--- config.mk ---
export PLATFORM = sky130hd
export DESIGN_NAME = alloc_wide
export DESIGN_NICKNAME = d
export VERILOG_FILES = /design/src/rtl/alloc_wide.sv
export SDC_FILE = /design/constraint.sdc
export NUM_CORES = 1
export LEC_CHECK = 0
export ABC_AREA = 1
export ABC_CLOCK_PERIOD_IN_PS = 8100
export BUFFER_PORTS_ARGS = -buffer_cell sky130_fd_sc_hd__buf_2
export CORE_ASPECT_RATIO = 0.9
export CORE_MARGIN = 2
export CORE_UTILIZATION = 46
export CTS_CLUSTER_SIZE = 14
export DETAILED_ROUTE_END_ITERATION = 10
export PLACE_DENSITY_LB_ADDON = 0.12
export SYNTH_ARGS = -nofsm -noshare
export SYNTH_HDL_FRONTEND = slang
export SYNTH_SLANG_ARGS = --single-unit
export TNS_END_PERCENT = 30
--- constraint.sdc ---
create_clock -name clk -period 8.1 [get_ports clk]
set_clock_uncertainty 0.05 [all_clocks]
set_input_delay 1.215 -clock clk [delete_from_list [all_inputs] [get_ports clk]]
set_output_delay 1.215 -clock clk [all_outputs]
set_load 0.01 [all_outputs]
--- src/rtl/alloc_wide.sv ---
// Wide allocation stage: buffers uop groups from RA0 in a skid FIFO and dispatches them whole to RS0.
// Optional perf counters are enabled with the ALLOC_WIDE_PERF_CNT_EN macro.

package alloc_wide_pkg;
  localparam int NUM_SOURCES = 2;

  typedef logic [4:0] t_gpr_id;
  typedef logic [5:0] t_preg_id;
  typedef logic [3:0] t_ldq_id;
  typedef logic [3:0] t_stq_id;

  typedef enum logic [2:0] {
    OP_NOP    = 3'd0,
    OP_ALU    = 3'd1,
    OP_LOAD   = 3'd2,
    OP_STORE  = 3'd3,
    OP_BRANCH = 3'd4
  } t_opcode;

  typedef struct packed {
    t_opcode opcode;
    t_gpr_id src1;
    t_gpr_id src2;
    t_gpr_id dst;
  } t_uinstr;

  typedef struct packed {
    t_preg_id psrc1;
    t_preg_id psrc2;
    t_preg_id pdst;
  } t_rename_pkt;

  typedef struct packed {
    t_ldq_id ldqid;
    t_stq_id stqid;
  } t_mem_meta;

  typedef struct packed {
    t_mem_meta mem;
  } t_uop_meta;

  typedef struct packed {
    t_uinstr     uinstr;
    t_rename_pkt rename;
    t_uop_meta   meta;
  } t_disp_pkt;

  typedef struct packed {
    logic valid;
  } t_nuke_pkt;

  function automatic logic uop_is_ldst(input t_uinstr u);
    return (u.opcode == OP_LOAD) || (u.opcode == OP_STORE);
  endfunction
endpackage

module alloc_wide
  import alloc_wide_pkg::*;
#(
  parameter int WIDTH      = 2,
  parameter int SKID_DEPTH = 2
) (
  input  logic                                  clk,
  input  logic                                  reset,
  input  t_nuke_pkt                             nuke_rb1,
  input  logic        [WIDTH-1:0]               valid_ra0,
  input  t_uinstr     [WIDTH-1:0]               uinstr_ra0,
  input  t_rename_pkt [WIDTH-1:0]               rename_ra0,
  output logic                                  alloc_ready_ra0,
  output t_gpr_id     [WIDTH-1:0][NUM_SOURCES-1:0] src_addr_ra0,
  input  logic                                  rs_stall_rs0,
  input  logic                                  ldq_stall_rs0,
  input  logic                                  stq_stall_rs0,
  input  t_ldq_id     [WIDTH-1:0]               ldqid_alloc_rs0,
  input  t_stq_id     [WIDTH-1:0]               stqid_alloc_rs0,
  output logic        [WIDTH-1:0]               disp_valid_rs0,
  output t_disp_pkt   [WIDTH-1:0]               disp_pkt_rs0,
`ifdef ALLOC_WIDE_PERF_CNT_EN
  output logic        [31:0]                    perf_stall_cyc,
  output logic        [31:0]                    perf_disp_uops,
`endif
  output logic        [$clog2(SKID_DEPTH+1)-1:0] alloc_occ
);

  localparam int OCC_W = $clog2(SKID_DEPTH + 1);
  localparam int PTR_W = (SKID_DEPTH > 1) ? $clog2(SKID_DEPTH) : 1;

  typedef struct packed {
    logic        [WIDTH-1:0] mask;
    t_uinstr     [WIDTH-1:0] uinstr;
    t_rename_pkt [WIDTH-1:0] rename;
    t_uop_meta   [WIDTH-1:0] meta;
  } t_group;

  t_group             mem_q [SKID_DEPTH];
  t_group             wr_grp;
  t_group             head_grp;
  logic [PTR_W-1:0]   head_q, head_d;
  logic [PTR_W-1:0]   tail_q, tail_d;
  logic [OCC_W-1:0]   occ_q, occ_d;
  logic               head_valid;
  logic               stall_rs0;
  logic               enq;
  logic               pop;

  function automatic logic [PTR_W-1:0] ptr_inc(input logic [PTR_W-1:0] p);
    return (p == PTR_W'(SKID_DEPTH - 1)) ? '0 : p + PTR_W'(1);
  endfunction

  assign stall_rs0       = rs_stall_rs0 | ldq_stall_rs0 | stq_stall_rs0;
  assign head_valid      = (occ_q != '0);
  assign alloc_ready_ra0 = (occ_q < OCC_W'(SKID_DEPTH));
  assign enq             = alloc_ready_ra0 & (|valid_ra0) & ~nuke_rb1.valid;
  assign head_grp        = mem_q[head_q];
  assign disp_valid_rs0  = (head_valid & ~stall_rs0 & ~nuke_rb1.valid) ? head_grp.mask : '0;
  assign pop             = |disp_valid_rs0;
  assign alloc_occ       = occ_q;

  always_comb begin
    // NOTE: every always_comb output gets a default first so no path leaves a latch behind.
    wr_grp        = '0;
    wr_grp.mask   = valid_ra0;
    wr_grp.uinstr = uinstr_ra0;
    wr_grp.rename = rename_ra0;
    for (int i = 0; i < WIDTH; i++) begin
      src_addr_ra0[i][0] = uinstr_ra0[i].src1;
      src_addr_ra0[i][1] = uinstr_ra0[i].src2;
    end
  end

  // Load/store lanes pick up their queue ids at dispatch time; others carry the stored meta.
  always_comb begin
    disp_pkt_rs0 = '0;
    for (int i = 0; i < WIDTH; i++) begin
      disp_pkt_rs0[i].uinstr = head_grp.uinstr[i];
      disp_pkt_rs0[i].rename = head_grp.rename[i];
      disp_pkt_rs0[i].meta   = head_grp.meta[i];
      if (uop_is_ldst(head_grp.uinstr[i])) begin
        disp_pkt_rs0[i].meta.mem = {ldqid_alloc_rs0[i], stqid_alloc_rs0[i]};
      end
    end
  end

  always_comb begin
    head_d = head_q;
    tail_d = tail_q;
    occ_d  = occ_q;
    if (nuke_rb1.valid) begin
      head_d = '0;
      tail_d = '0;
      occ_d  = '0;
    end else begin
      if (enq) tail_d = ptr_inc(tail_q);
      if (pop) head_d = ptr_inc(head_q);
      case ({enq, pop})
        2'b10:   occ_d = occ_q + OCC_W'(1);
        2'b01:   occ_d = occ_q - OCC_W'(1);
        default: occ_d = occ_q;
      endcase
    end
  end

  // NOTE: state registers use non-blocking assignments so every flop samples pre-edge values.
  always_ff @(posedge clk or negedge reset) begin
    if (!reset) begin
      head_q <= '0;
      tail_q <= '0;
      occ_q  <= '0;
    end else begin
      head_q <= head_d;
      tail_q <= tail_d;
      occ_q  <= occ_d;
    end
  end

  // NOTE: payload storage has no reset; occupancy alone decides whether a slot is live.
  always_ff @(posedge clk) begin
    if (enq) mem_q[tail_q] <= wr_grp;
  end

`ifdef ALLOC_WIDE_PERF_CNT_EN
  logic [31:0] stall_cyc_q, stall_cyc_d;
  logic [31:0] disp_uops_q, disp_uops_d;
  logic [32:0] disp_sum;

  assign disp_sum = {1'b0, disp_uops_q} + 33'($countones(disp_valid_rs0));

  always_comb begin
    stall_cyc_d = stall_cyc_q;
    if (head_valid && stall_rs0 && (stall_cyc_q != '1)) stall_cyc_d = stall_cyc_q + 32'd1;
    disp_uops_d = disp_sum[32] ? '1 : disp_sum[31:0];
  end

  always_ff @(posedge clk or negedge reset) begin
    if (!reset) begin
      stall_cyc_q <= '0;
      disp_uops_q <= '0;
    end else begin
      stall_cyc_q <= stall_cyc_d;
      disp_uops_q <= disp_uops_d;
    end
  end

  assign perf_stall_cyc = stall_cyc_q;
  assign perf_disp_uops = disp_uops_q;
`endif

endmodule

==> key figures <==
Clock network
  – H-Tree Depth: 4
  – CTS tree: yes
  – Root Buffer: clkbuf_16
  – Hold-fix buffers, CTS: 0
  – Clk Latency, worst-skew pair: 410 ps
  – TritonCTS Sinks: 152
  – Reg clk slew, reported paths: 60 ps
  – Setup Buffers After CTS: 0
  – CTS Buf Count: 17
  – Clock Path Buffers: 2
  – Post-CTS Resized: 0

Global route
  – GR Layer Usage met1: 18.7%
  – Grt met2 use: a little under a third
  – Most Crowded Layer GR: met2
  – Largest net degree at the start of global routing: 75
  – Total track usage: 17.2%
  – Global routing usage on met3: around 7%
  – GRT Residual Overflow: 0
  – First-pass GRT wire length: approximately 18 mm
  – Vias in the first global route: 3,787
  – Initial antenna violation count: 1

Worst hold path
  – Worst min-delay path class: register to register
  – Min-delay src: tail_q

Worst setup path
  – R2r startpoint: alloc_occ[1]
  – Reg-to-reg setup timing slack: 5460 ps
  – Crit path max fanout: 74
  – CP Launch Type: register
  – Worst R2R End: mem_q[0][66]
  – CP Capture Point: disp_pkt_rs0[0]
  – Critical Path AT: 2130 ps
  – Crit. Startpoint: head_q
  – WP data required: 6840 ps
  – FF-to-FF path depth: 4
  – Critical Path End Type: output pin
  – Crit Path Category: register to output pin

Power
  – Pwr dens: ~280 mW/mm2
  – Worst vdd ir: around 0.16 mV
  – PnR Total Power: about 2100 uW
  – Leakage: 0.00347 uW

Floorplanning
  – Die height: 112 um
  – IO Pins: 209
  – Core ar.: 0.0127 mm2
  – Die ar.: 0.0139 mm2
  – Rows: 39
  – Starting Density: 46.9%
  – Die X: 124 um

Yosys
  – Synthesized area: ~0.0060 mm2
  – Ranking of synthesized cells by area: edfxtp_1 (75%), nand2_1 (14%), buf_4 (2.5%), inv_1 (1.7%), nor2_1 (1.7%)
  – Mapped Cells: around 490
  – Post-synth top area share: 74.7%
  – Yosys cell types: 21
  – Register area share after synthesis: 76.4%
  – Flip-flop and latch count after synthesis: between 150 and 200
  – Area leader, netlist: edfxtp_1
  – Syn nets: 585
  – Avg Synthesized Cell Area: approximately 12 um2
  – Count of warnings emitted by yosys: 0

Drt
  – Drt wl/cell: 13.6 um
  – Iteration-0 DRC Markers: approximately 260
  – Vias per cell: ~4.6
  – Post-Route WL: 11.8 mm
  – First-pass DRT Iterations: 5
  – DRC viols: 0
  – Post-route ant nets: 0
  – Via count: 3,979

Timing
  – Achievable Freq: 295 MHz
  – Unrepaired setup endpoints after global routing: false
  – Final hold violation count: 0
  – Slew margin rel.: 31.8%
  – Tmin final: 3390 ps
  – Worst setup margin: 4710 ps
  – Setup TNS: 0 ps
  – Final setup violation count: 0
  – Worst-Margin Slew: 1020 ps
  – Final Max Slew Viols: 0
  – Tcrit/Tclk final: 41.9%

Place
  – Final HPWL DP: about 7.6 mm
  – Gp weighted congestion: between 0.7 and 0.8
  – Placed cells: 830
  – IO Port Bufs: about 210
  – Placement Setup Slack: 4510 ps

Flow run
  – Max Cap Violations: 0

Cells and area
  – Core Util, Final: 60.2%
  – Final #Nets: 781
  – Synthesis-to-finish area growth: 28.2%
  – Layout cells sized above 1: between 30% and 40%
  – Layout Cells excl Fill: about 860

Status
  – Status: complete, no violations
[cells in the final DEF, fill, tap and decap left out, types with 2 or more instances in the layout]
cell type and n:
buf_2 208, buf_4 5, bufinv_16 4, clkbuf_16 17, clkinv_2 5, clkinv_4 2, clkinvlp_4 2, dfrtp_1 3
edfxtp_1 148, inv_1 27, nand2_1 228, nand2_2 2, nand3_1 5, nor2_1 26, o21ai_2 3
[through the flow]
| step | area [um2] | hold WS [ps] |
|---|---|---|
| after CTS | 7630 | 502 |
| final | 7630 | 498 |
| after global routing | 7630 | 529 |
| after floorplan | 5950 | 410 |
| after detailed placement | 7020 | 492 |
| after global placement | 7020 | 491 |
[power by group]
part | switching, uW | leakage [uW] | internal [uW]
clock network | 289 | 0.000297 | 512
logic | 212 | 0.00176 | 112
registers | 29.6 | 0.00141 | 994
total | 531 | 0.00347 | 1620
[routing by layer]
metal	share of wire (%)	routed length, um
met5	0	0
met4	0.81	95
met3	8.6	1020
met2	51	5980
met1	40	4680
[state kept, by name, summed over array words and instances, names as in the netlist]
register / cells
mem_q: 148
alloc_occ: 2
tail_q: 1
head_q: 1
[kinds of logic (layout without fill, tap and decap cells)]
logic type | after synthesis | count (layout) | synth area share, %
compound gates | 6 | 6 | 0.715
buf+inv | 64 | 273 | 5.63
flops | 152 | 152 | 76.4
other cells | 0 | 1 | 0
simple gates | 267 | 267 | 17.3
[final cells by class]
cell class | instances | area, um2
Inverter | 28 | 105
Timing Repair Buffer | 213 | 1080
Sequential cell | 152 | 4550
Antenna cell | 1 | 2.50
Tap cell | 164 | 205
Clock inverter | 14 | 181
Fill cell | 1040 | 5050
Multi-Input combinational cell | 273 | 1080
Clock buffer | 18 | 429
[Yosys cell counts (all sizes together)]
cell,number
nor3,1
nor2,27
edfxtp,148
nand4,1
a21oi,1
dfrtp,4
o22ai,1
nand3,5
inv,28
nand2,231
or2,2
buf,26
o21ai,4
clkbuf,10
[how the worst min path moves through the flow]
stage	endpoint	slack, ps	cells after the start
floorplan	tail_q	410	1
global placement	tail_q	490	1
detailed placement	tail_q	490	1
CTS	tail_q	500	1
global route	head_q	530	1
finish	tail_q	500	1
[critical path, stage by stage, from the launching register on]
cell     delay [ps]
dfrtp_2         360
buf_4           670
nand2_1         100
nand2_1         160
nand2_4          90
nor2_1          160
buf_2           160
(Power assumes the default switching activity.)
